`src/rtl/hazard_ctrl_unit.sv`:
```
// hazard_ctrl_unit: pipeline hazard controller for the 5-stage core.
// Generates stall/flush enables for the PC, IF/ID, ID/EX and EX/MEM latches
// from memory stalls, redirects, multi-cycle EX ops and load-use hazards.
// Ports: CLK/RST (async active-high); ihit, dmem_req, dhit (memory handshakes);
//   id_src/id_src_vld (ID operands); ex_load/ex_dest/ex_mc/redirect (EX info);
//   stall_*/flush_* (combinational latch controls); stall_count (cycles with stall_pc).
module hazard_ctrl_unit #(
  parameter int REG_W    = 5,
  parameter int NUM_SRC  = 2,
  parameter int LOAD_LAT = 1,
  parameter int MC_LAT   = 1,
  parameter int CNT_W    = 32
) (
  input  logic                     CLK,
  input  logic                     RST,
  input  logic                     ihit,
  input  logic                     dmem_req,
  input  logic                     dhit,
  input  logic [NUM_SRC*REG_W-1:0] id_src,
  input  logic [NUM_SRC-1:0]       id_src_vld,
  input  logic                     ex_load,
  input  logic [REG_W-1:0]         ex_dest,
  input  logic                     ex_mc,
  input  logic                     redirect,
  output logic                     stall_pc,
  output logic                     stall_ifid,
  output logic                     stall_idex,
  output logic                     stall_exmem,
  output logic                     flush_ifid,
  output logic                     flush_idex,
  output logic                     flush_exmem,
  output logic [CNT_W-1:0]         stall_count
);

  localparam int         SB_N     = (LOAD_LAT > 1) ? LOAD_LAT - 1 : 1;
  localparam logic       MC_MULTI = (MC_LAT > 1);
  // BUSY is entered after the first hold cycle, so it counts the remaining MC_LAT-2.
  localparam logic [4:0] MC_INIT  = (MC_LAT > 1) ? 5'(MC_LAT - 2) : 5'd0;

  typedef enum logic {MC_IDLE, MC_BUSY} mc_state_e;

  mc_state_e          state_q, state_d;
  logic [4:0]         cnt_q, cnt_d;
  logic [CNT_W-1:0]   stall_count_q, stall_count_d;
  logic               mem_stall;
  logic               mc_hold;
  logic               load_use;
  logic [NUM_SRC-1:0] sb_hit;

  assign mem_stall   = dmem_req & ~dhit;
  assign stall_count = stall_count_q;

  // Hold EX while a multi-cycle op is in flight; a redirect cancels a fresh start.
  always_comb begin
    mc_hold = 1'b0;
    if (state_q == MC_IDLE) mc_hold = ex_mc & MC_MULTI & ~redirect;
    else                    mc_hold = (cnt_q != 5'd0);
  end

  always_comb begin
    state_d = state_q;
    cnt_d   = cnt_q;
    if (!mem_stall) begin
      if (state_q == MC_IDLE) begin
        if (mc_hold) begin
          state_d = MC_BUSY;
          cnt_d   = MC_INIT;
        end
      end else if (cnt_q != 5'd0) begin
        cnt_d = cnt_q - 5'd1;
      end else begin
        state_d = MC_IDLE;
      end
    end
  end

  // Loads that have left EX but whose data is not yet forwardable. Entry k
  // holds the load that left EX k+1 advancing cycles ago; invalid entries are
  // shifted in while EX is held so older loads keep aging.
  generate
    if (LOAD_LAT > 1) begin : g_sb
      logic [SB_N-1:0]            sb_vld_q, sb_vld_d;
      logic [SB_N-1:0][REG_W-1:0] sb_dest_q, sb_dest_d;

      always_comb begin
        sb_vld_d  = sb_vld_q;
        sb_dest_d = sb_dest_q;
        if (!mem_stall) begin
          sb_vld_d[0]  = ex_load & (ex_dest != '0) & ~mc_hold;
          sb_dest_d[0] = ex_dest;
          for (int k = 1; k < SB_N; k++) begin
            sb_vld_d[k]  = sb_vld_q[k-1];
            sb_dest_d[k] = sb_dest_q[k-1];
          end
        end
      end

      always_ff @(posedge CLK or posedge RST) begin
        if (RST) begin
          sb_vld_q  <= '0;
          sb_dest_q <= '0;
        end else begin
          sb_vld_q  <= sb_vld_d;
          sb_dest_q <= sb_dest_d;
        end
      end

      always_comb begin
        sb_hit = '0;
        for (int i = 0; i < NUM_SRC; i++) begin
          for (int k = 0; k < SB_N; k++) begin
            if (sb_vld_q[k] && (sb_dest_q[k] == id_src[i*REG_W +: REG_W])) sb_hit[i] = 1'b1;
          end
        end
      end
    end else begin : g_no_sb
      assign sb_hit = '0;
    end
  endgenerate

  // r0 is never a real dependency.
  always_comb begin
    load_use = 1'b0;
    for (int i = 0; i < NUM_SRC; i++) begin
      if (id_src_vld[i] && (id_src[i*REG_W +: REG_W] != '0)) begin
        if ((ex_load && (id_src[i*REG_W +: REG_W] == ex_dest)) || sb_hit[i]) load_use = 1'b1;
      end
    end
  end

  // First matching cause wins.
  always_comb begin
    stall_pc    = 1'b0;
    stall_ifid  = 1'b0;
    stall_idex  = 1'b0;
    stall_exmem = 1'b0;
    flush_ifid  = 1'b0;
    flush_idex  = 1'b0;
    flush_exmem = 1'b0;
    if (mem_stall) begin
      stall_pc    = 1'b1;
      stall_ifid  = 1'b1;
      stall_idex  = 1'b1;
      stall_exmem = 1'b1;
    end else if (redirect) begin
      // PC takes the branch target even when the fetch has not completed.
      flush_ifid = 1'b1;
      flush_idex = 1'b1;
    end else if (mc_hold) begin
      stall_pc    = 1'b1;
      stall_ifid  = 1'b1;
      stall_idex  = 1'b1;
      flush_exmem = 1'b1;
    end else if (load_use) begin
      stall_pc   = 1'b1;
      stall_ifid = 1'b1;
      flush_idex = 1'b1;
    end else if (!ihit) begin
      stall_pc   = 1'b1;
      flush_ifid = 1'b1;
    end
  end

  assign stall_count_d = stall_count_q + CNT_W'(stall_pc);

  always_ff @(posedge CLK or posedge RST) begin
    if (RST) begin
      state_q       <= MC_IDLE;
      cnt_q         <= 5'd0;
      stall_count_q <= '0;
    end else begin
      state_q       <= state_d;
      cnt_q         <= cnt_d;
      stall_count_q <= stall_count_d;
    end
  end

endmodule

```
`config.mk`:
```
export PLATFORM = sky130hd
export DESIGN_NAME = hazard_ctrl_unit
export DESIGN_NICKNAME = d
export VERILOG_FILES = /design/src/rtl/hazard_ctrl_unit.sv
export SDC_FILE = /design/constraint.sdc
export NUM_CORES = 1
export LEC_CHECK = 0
export BUFFER_PORTS_ARGS = -buffer_cell sky130_fd_sc_hd__buf_4
export CAP_MARGIN = 40
export CORE_MARGIN = 2
export CORE_UTILIZATION = 45
export CTS_CLUSTER_DIAMETER = 100
export DETAILED_ROUTE_END_ITERATION = 8
export PLACE_DENSITY = 0.8
export SLEW_MARGIN = 20
export SYNTH_ARGS = -nofsm -noshare
export SYNTH_HDL_FRONTEND = slang
export SYNTH_SLANG_ARGS = --single-unit
```
`constraint.sdc`:
```
create_clock -name CLK -period 5.16 [get_ports CLK]
set_clock_uncertainty 0.15 [all_clocks]
set_input_delay 0.258 -clock CLK [delete_from_list [all_inputs] [get_ports CLK]]
set_output_delay 0.258 -clock CLK [all_outputs]
set_load 0.005 [all_outputs]
```
# Word-level counts from Yosys, hierarchy flattened
# Index checks and enable logic that the tools add are counted.
dict set report totals {
  reg_bits 38
  output_inout_bits 39
  wordCells 51
}
dict set report op_classes {
  addsub 2
  eq_ne 3
  n_mux 31
  n_bitwise 3
  n_reduce_logical 9
}
# op count
set op_table {}
lappend op_table {{adder 32 x 1 -> 32 bit} 1}
lappend op_table {{two-way mux 1 bit} 28}
lappend op_table {{two-way mux 5 bit} 3}
lappend op_table {{nonzero test 5 bit} 3}
lappend op_table {{== test 5 bit} 2}
lappend op_table {{subtractor 5 x 1 -> 5 bit (second input constant)} 1}
lappend op_table {{logical AND 1 bit} 4}
lappend op_table {{AND reduction 3 bit} 1}
lappend op_table {{inequality test 2 x 1 -> 1 bit (second input constant)} 1}
lappend op_table {{inverter 1 bit} 2}
lappend op_table {{nonzero test 2 bit} 1}
lappend op_table {{bitwise AND 1 bit} 1}

# Longest topological paths before layout
# Gate-level depths: netlist of the first run.
dict set report depth {
  ltp_word 11
  mapped_depth 13
  depth_no_buf 13
}

# Worst setup path before layout of the first run
# Ideal clock, no wire load.
dict set report synth_timing {
  kind {reg2reg}
  from {register cnt_q[0]}
  to {register stall_count_q[20] (netlist: stall_count[20])}
  arrival_ns 2.634
  t_required_ns 4.878
  slack_ns 2.244
  path_stages_with_launch 14
  path_buffers 0
  synth_period_minus_slack_ns 2.916
  path_cell_list {dfrtp_1 inv_1 ha_1 or3b_2 nor2_1 o21a_1 nand2_1 o21a_1 ha_1 ha_1 and2_1 nand4_1 nor3_1 xor2_1}
}
dict set report synth_between {
  elab_chain_cells 6
}
# item line_no
set synth_lines {}
lappend synth_lines {{from (decl)} 43} ;# logic [4:0] cnt_q, cnt_d;
lappend synth_lines {{from (signal assigned)} 173} ;# cnt_q <= cnt_d;
lappend synth_lines {{nonzero test 5 bit} 57} ;# else mc_hold = (cnt_q != 5'd0);
lappend synth_lines {{two-way mux 1 bit} 56} ;# if (state_q == MC_IDLE) mc_hold = ex_mc & MC_MULTI & ~redirect;
lappend synth_lines {{two-way mux 1 bit} 149} ;# end else if (mc_hold) begin
lappend synth_lines {{two-way mux 1 bit} 145} ;# end else if (redirect) begin
lappend synth_lines {{two-way mux 1 bit} 140} ;# if (mem_stall) begin
lappend synth_lines {{net stall_pc} 25} ;# output logic stall_pc,
lappend synth_lines {{adder 32 x 1 -> 32 bit} 164} ;# assign stall_count_d = stall_count_q + CNT_W'(stall_pc);
lappend synth_lines {{net stall_count_d[20]} 44} ;# logic [CNT_W-1:0] stall_count_q, stall_count_d;
lappend synth_lines {{to (signal assigned)} 174} ;# stall_count_q <= stall_count_d;
lappend synth_lines {{to (decl)} 44}
# The timed path passes the listed nets, and every way through them passes these cells.
# A chain may end at the register's enable or synchronous reset.

# Worst setup path in the final report of the first run
dict set report layout_timing {
  from {register cnt_q[0]}
  to {register stall_count_q[20] (netlist: stall_count[20])}
}
dict set report layout_between {
  elab_chain_cells 6
}
# item line_no
set layout_lines {}
lappend layout_lines {{nonzero test 5 bit} 57}
lappend layout_lines {{two-way mux 1 bit} 56}
lappend layout_lines {{two-way mux 1 bit} 149}
lappend layout_lines {{two-way mux 1 bit} 145}
lappend layout_lines {{two-way mux 1 bit} 140}
lappend layout_lines {{adder 32 x 1 -> 32 bit} 164}
lappend layout_lines {{net stall_count_d[20]} 44}
# The timed path passes the listed nets, and every way through them passes these cells.

==> results of run 1 <==
## cell type report
type | count | area share (%)
flip-flops and latches | 38 | 36.8
multi-input cells | 133 | 35.2
repair buffers | 64 | 18.7
clock buffers | 6 | 3.20
well taps | 50 | 2.42
clock inverters | 2 | 2.33
inverters | 9 | 1.31
## registers in the layout (all words and copies together), names as in the netlist
register / count
state_q: 1
cnt_q: 5
stall_count: 32
## worst min path at each step
stage,start,to,slack [ns],cells after the start
2_1_floorplan,cnt_q[3]$_DFFE_PP0P_,cnt_q[3]$_DFFE_PP0P_,0.28,1
3_3_place_gp,RST,cnt_q[0]$_DFFE_PP0P_,0.25,3
3_5_place_dp,RST,stall_count[15]$_DFF_PP0_,0.26,3
4_1_cts,dmem_req,state_q$_DFFE_PP0N_,0.24,3
5_1_grt,ihit,stall_count[0]$_DFF_PP0_,0.30,4
6_report,dmem_req,state_q$_DFFE_PP0N_,0.25,3
## power breakdown
part	internal (uW)	switching [uW]
clock	206	105
sequential	321	29.2
combinational	65.7	45.4
## metal layers
layer	wire (um)	vias up	GRT usage, %
li1	-	749	-
met1	1590	693	22.0
met2	1800	59	30.4
met3	290	6	4.55
met4	62	0	9.07
met5	0	-	0
## synthesized netlist by cell type, types with 3 or more instances
cell and number:
nor2_1 11, xor2_1 12, and3_1 4, inv_1 9, xnor2_1 29, o21a_1 4
nor4_1 4, and2_1 3, nand2_1 27, ha_1 3, nand4_1 5, nand3_1 8
dfrtp_1 38, nor2_2 3
## kinds of logic after synthesis
logic type	share of synthesized area, %
buffers and inverters	1.78
AO/OA/AOI/OAI	4.89
AND/OR/NAND/NOR	22.1
XOR/XNOR	19.0
adder cells (fa/ha/maj)	1.98
flip-flops	50.2
## stage by stage
stage	cells	cell area, sq um
3_5_place_dp	293	2430
4_1_cts	302	2580
3_3_place_gp	293	2430
5_1_grt	302	2580
2_1_floorplan	180	1890
6_report	302	2580
## worst max-delay path: cells and delay by family (launching register included)
family	cells	cell delay [ns]
AOI/OAI and AO/OA	2	0.39
buffers and inverters	1	0.09
DFF	1	0.38
adders and majority gates	3	0.65
and+or+nand+nor	6	1.25
xor gates and xnor gates	1	0.15
## timing repair
item                      in CTS  in global routing
hold buffers                   1                  0
gates resized for setup        0                  0
hold endpoints to repair      38                  0
==> results by group, run 1 <==
Setup path
  • Register-to-Register Path Depth: 13
  • Slowest cell on the critical path: or3b_2
  • RR Endpoint: stall_count[20]$_DFF_PP0_
  • Cell Chain, Critical Path: inv_1 > ha_1 > or3b_2 > nor2_1 > o21a_1 > nand2_1 > o21a_1 > ha_1 > ha_1 > and2_1 > nand4_1 > nor3_1 > xor2_1
  • Worst R2R Start: cnt_q[0]$_DFFE_PP0P_
  • Worst-path maximum fanout: 6
  • Slowest stage delay, CP: 0.46 ns
  • Worst setup path start: cnt_q[0]$_DFFE_PP0P_
  • Crit path DAT: 3.21 ns
  • WS Path Type: reg -> reg
  • Crit-path most repeated cell: ha_1
  • CP required: 5.18 ns
  • Startpoint types: flop
  • Setup crit end: stall_count[20]$_DFF_PP0_
  • Crit end category: flop
  • Setup slack, reg-to-reg: 1.97 ns

Cells and area
  • Most common cell after layout, fill and taps aside: buf_4
  • Most frequent cells in the layout: 63 x buf_4, 38 x dfrtp_1, 29 x xnor2_1
  • Layout cells sized above 1: 31.7%
  • Reg area: 951 sq um
  • Diode count: 0
  • Final Util: 64.1%
  • Fillers: 347
  • Multi-input logic area: 908 sq um
  • P&R area growth vs syn: 36.4%
  • Nets@finish: 279

GRT
  • Total grt overflow: 0
  • GRT Total Usage: 18.3%
  • Initial antenna violation count: 0
  • Largest net degree at the start of global routing: 39
  • First-pass GRT wire length: 6440 um
  • Vias in the first global route: 1,513

Power and ir drop
  • LEAKAGE: 0.00128 uW
  • P per Cell Area: 299 mW/mm^2
  • Peak VDD IR: 0.157 mV
  • Total power: 773 uW

Synthesis
  • Dominant cell type by area after synthesis: dfrtp_1
  • Netlist cell types: 30
  • Syn Area/Cell: 10.5 sq um
  • Post-synth EDFFs: 0
  • Seq/Total Area, Yosys: 50.2%
  • Syn nets: 208
  • Top-area cell type share of the netlist area: 50.2%
  • Area contributors post-synth: dfrtp_1 50%, xnor2_1 13%, xor2_1 5.6%
  • Asr flop ratio synth: 100%
  • Cell Area, Synth: 0.00189 sq mm
  • Ys Warns: 0
  • Main synth FF type: dfrtp_1
  • Cells after Synth: 180
  • Register bit count reported by yosys: 38

Floorplanning
  • Row cnt: 23
  • Core area: 0.00403 sq mm
  • IO Pins: 64
  • Die Area: 0.00474 sq mm
  • Chip height: 68.9 um
  • Initial core utilization: 47.0%
  • Chip Width: 68.9 um

Routing
  • Routed len/inst: 12.4 um
  • Total Wirelength: 3750 um
  • Via count: 1,507
  • ANT nets after route: 0
  • Initial drt markers: 44
  • Detailed Routing Iterations Pass 1: 4
  • DR vias/cell: 4.99
  • DRC violations left: 0

Hold path
  • Hold crit path type: in -> reg

CTS
  • H-tree depth: 2
  • CTS tree: done
  • Num CTS Buffers: 5
  • Post-CTS Setup Bufs: 0
  • Worst-path clk slew: 0.08 ns
  • CTS sink cnt: 38
  • CTS Buffer Depth: 2
  • Skew-Pair Late Insertion Delay: 0.29 ns
  • Root buffer cell: clkbuf_8

STA
  • Final worst path period share: 61.8%
  • Count of final max-slew check failures: 0
  • Final Setup Violations: 0
  • Worst setup margin: 1.97 ns
  • Hold WS: 0.251 ns
  • RSZ-0062 raised after global routing: no
  • Min Tclk post-route: 3.19 ns
  • Slew headroom: 69.4%
  • Fmax: 314 MHz
  • Final Hold Viols: 0
  • Worst Tran Pin Value: 0.460 ns
  • Final setup TNS: 0 ns

Run status
  • Status: finished, final reports clean

Run
  • # Max-Cap Violations: 0

Placement
  • Dpl hpwl: 2880 um
  • Port buffer count: 62
  • Place WS: 1.97 ns
  • Placer Congestion: 0.702
No activity file was read; power rests on OpenSTA's default activity.
==> run 2, diff against run 1 <==
- PLACE_DENSITY: 0.8 -> 0.83
- clock period: 5.16 -> 2.7 ns (I/O delays scaled with it)
==> results by group, run 2 (same netlist as run 1, synthesis figures left out) <==
Power and ir drop
  • LEAKAGE: 0.00135 uW
  • P per Cell Area: 488 mW/mm^2
  • Peak VDD IR: 0.339 mV
  • Clock power frac: 30.6%
  • Combinational power share: 18.6%
  • Seq pwr share: 50.8%
  • Switch Pwr: 370 uW
  • Total power: 1340 uW
  • Sw frac: 27.6%
  • Pint: 971 uW

Cells and area
  • Multi-input logic area: 0.00103 sq mm
  • Most common cell after layout, fill and taps aside: buf_4
  • Most frequent cells in the layout: 74 x buf_4, 38 x dfrtp_1, 27 x xnor2_1
  • Diode count: 0
  • Non-Filler Instances: 314
  • Nets@finish: 291
  • Fillers: 316
  • Layout cells sized above 1: 42.8%
  • Max reg flops: 32
  • Reg area: 951 sq um
  • Finished Cell Area: 0.00275 sq mm
  • Final Util: 68.2%
  • P&R area growth vs syn: 45.2%

Run status
  • Status: finished, final reports clean

Setup path
  • Crit-path most repeated cell: ha_4
  • Slowest stage delay, CP: 0.40 ns
  • WS Path Type: reg -> reg
  • Crit end category: flop
  • Slowest cell on the critical path: dfrtp_1
  • CP required: 2.77 ns
  • Worst-path maximum fanout: 3
  • Crit path DAT: 2.73 ns
  • Register-to-Register Path Depth: 13
  • Cell Chain, Critical Path: inv_2 > ha_4 > or3b_4 > nor2_4 > o21a_1 > nand2_1 > o21a_1 > ha_4 > ha_4 > and2_4 > and4bb_2 > nand2_2 > xnor2_2
  • Startpoint types: flop

GRT
  • First-pass GRT wire length: 6580 um
  • Initial antenna violation count: 0
  • Total grt overflow: 0
  • GRT Total Usage: 19.3%
  • Vias in the first global route: 1,554
  • Largest net degree at the start of global routing: 39

STA
  • Min Tclk post-route: 2.66 ns
  • Fmax: 376 MHz
  • Worst Tran Pin Value: 0.466 ns
  • Final worst path period share: 98.6%
  • Slew headroom: 68.9%
  • RSZ-0062 raised after global routing: yes
  • Final Hold Viols: 0
  • Final Setup Violations: 0
  • Final setup TNS: 0 ns
  • Count of final max-slew check failures: 0

Hold path
  • Hold path depth: 3
  • Hold crit path type: in -> reg

Floorplanning
  • Core area: 0.00403 sq mm
  • Chip height: 68.9 um
  • Chip Width: 68.9 um
  • Die Area: 0.00474 sq mm
  • IO Pins: 64
  • Row cnt: 23
  • Initial core utilization: 47.0%

CTS
  • Num CTS Buffers: 5
  • Skew-Pair Late Insertion Delay: 0.30 ns
  • Worst-path clk slew: 0.07 ns
  • CTS tree: done
  • CTS Buffer Depth: 2
  • Root buffer cell: clkbuf_8
  • H-tree depth: 2
  • CTS sink cnt: 38

Routing
  • DR vias/cell: 5.08
  • Detailed Routing Iterations Pass 1: 4
  • Total Wirelength: 4290 um
  • Initial drt markers: 100
  • DRC violations left: 0
  • Via count: 1,595
  • ANT nets after route: 0
  • Routed len/inst: 13.6 um

Run
  • # Max-Cap Violations: 0

Placement
  • Placer Congestion: 0.768
  • Area post-placement: 0.00250 sq mm
  • Dpl hpwl: 3080 um
  • Port buffer count: 62
  • Placed Instances: 300
==> run 2: changes by cell type in the layout (fill, tap and decap cells not counted), sizes merged <==
cell	change
clkinvlp	+1
clkinv	+1
bufinv	-2
buf	+12
==> run 2: routing by layer <==
metal	vias up	track usage (%)	part of all wire (%)
li1	773	-	-
met1	746	21.1	39
met2	65	33.1	50
met3	11	5.03	7.5
met4	0	12.3	3.0
met5	-	0	0
==> run 2: final timing paths <==
check                                               start                        end  slack [ns]
max in group asynchronous                             RST   stall_count[6]$_DFF_PP0_        1.71
worst max-delay path                 cnt_q[0]$_DFFE_PP0P_  stall_count[28]$_DFF_PP0_        0.04
min in group asynchronous                             RST  stall_count[20]$_DFF_PP0_        0.35
worst max register to register       cnt_q[0]$_DFFE_PP0P_  stall_count[28]$_DFF_PP0_        0.04
worst min-delay path                                 dhit        state_q$_DFFE_PP0N_        0.09
worst min register to register  stall_count[31]$_DFF_PP0_  stall_count[31]$_DFF_PP0_        0.32
==> run 2: power groups by stage <==
stage | Sequential, uW | Clock, uW | Combinational, uW
finish | 681 | 410 | 250
global route | 688 | 439 | 278
CTS | 674 | 416 | 238
detailed placement | 682 | 0 | 228
global placement | 678 | 0 | 224
floorplan | 675 | 0 | 84.8
==> run 2: critical path, delay by kind of cell, from the launching register on <==
family                   cells  cell delay, ns
adder cells (fa/ha/maj)      3            0.47
AND/OR/NAND/NOR              6            1.06
buffers and inverters        1            0.08
XOR/XNOR                     1            0.11
flip-flops                   1            0.40
AO/OA/AOI/OAI                2            0.34
==> run 2: layout make-up <==
type | count | share of cell area (%)
multi-input combinational | 133 | 37.5
sequential | 38 | 34.6
timing repair buffer | 76 | 21.0
clock buffer | 6 | 3.00
tap | 50 | 2.28
inverter | 9 | 1.23
clock inverter | 2 | 0.455
==> run 2: stage by stage <==
stage          hold slack [ns]  worst slack, ns
2_1_floorplan            0.151          0.00658
3_3_place_gp             0.130         -0.00532
6_report                0.0933           0.0391
3_5_place_dp             0.136          -0.0560
5_1_grt                  0.125          -0.0843
4_1_cts                  0.100         -0.00611
==> run 2: timing repair <==
item,4_1_cts,5_1_grt
hold endpoints to repair,38,0
gates cloned,0,0
pin swaps,4,9
buffers inserted,3,2
hold buffers,1,0
endpoints found under the setup margin,9,17
gates resized for setup,6,19
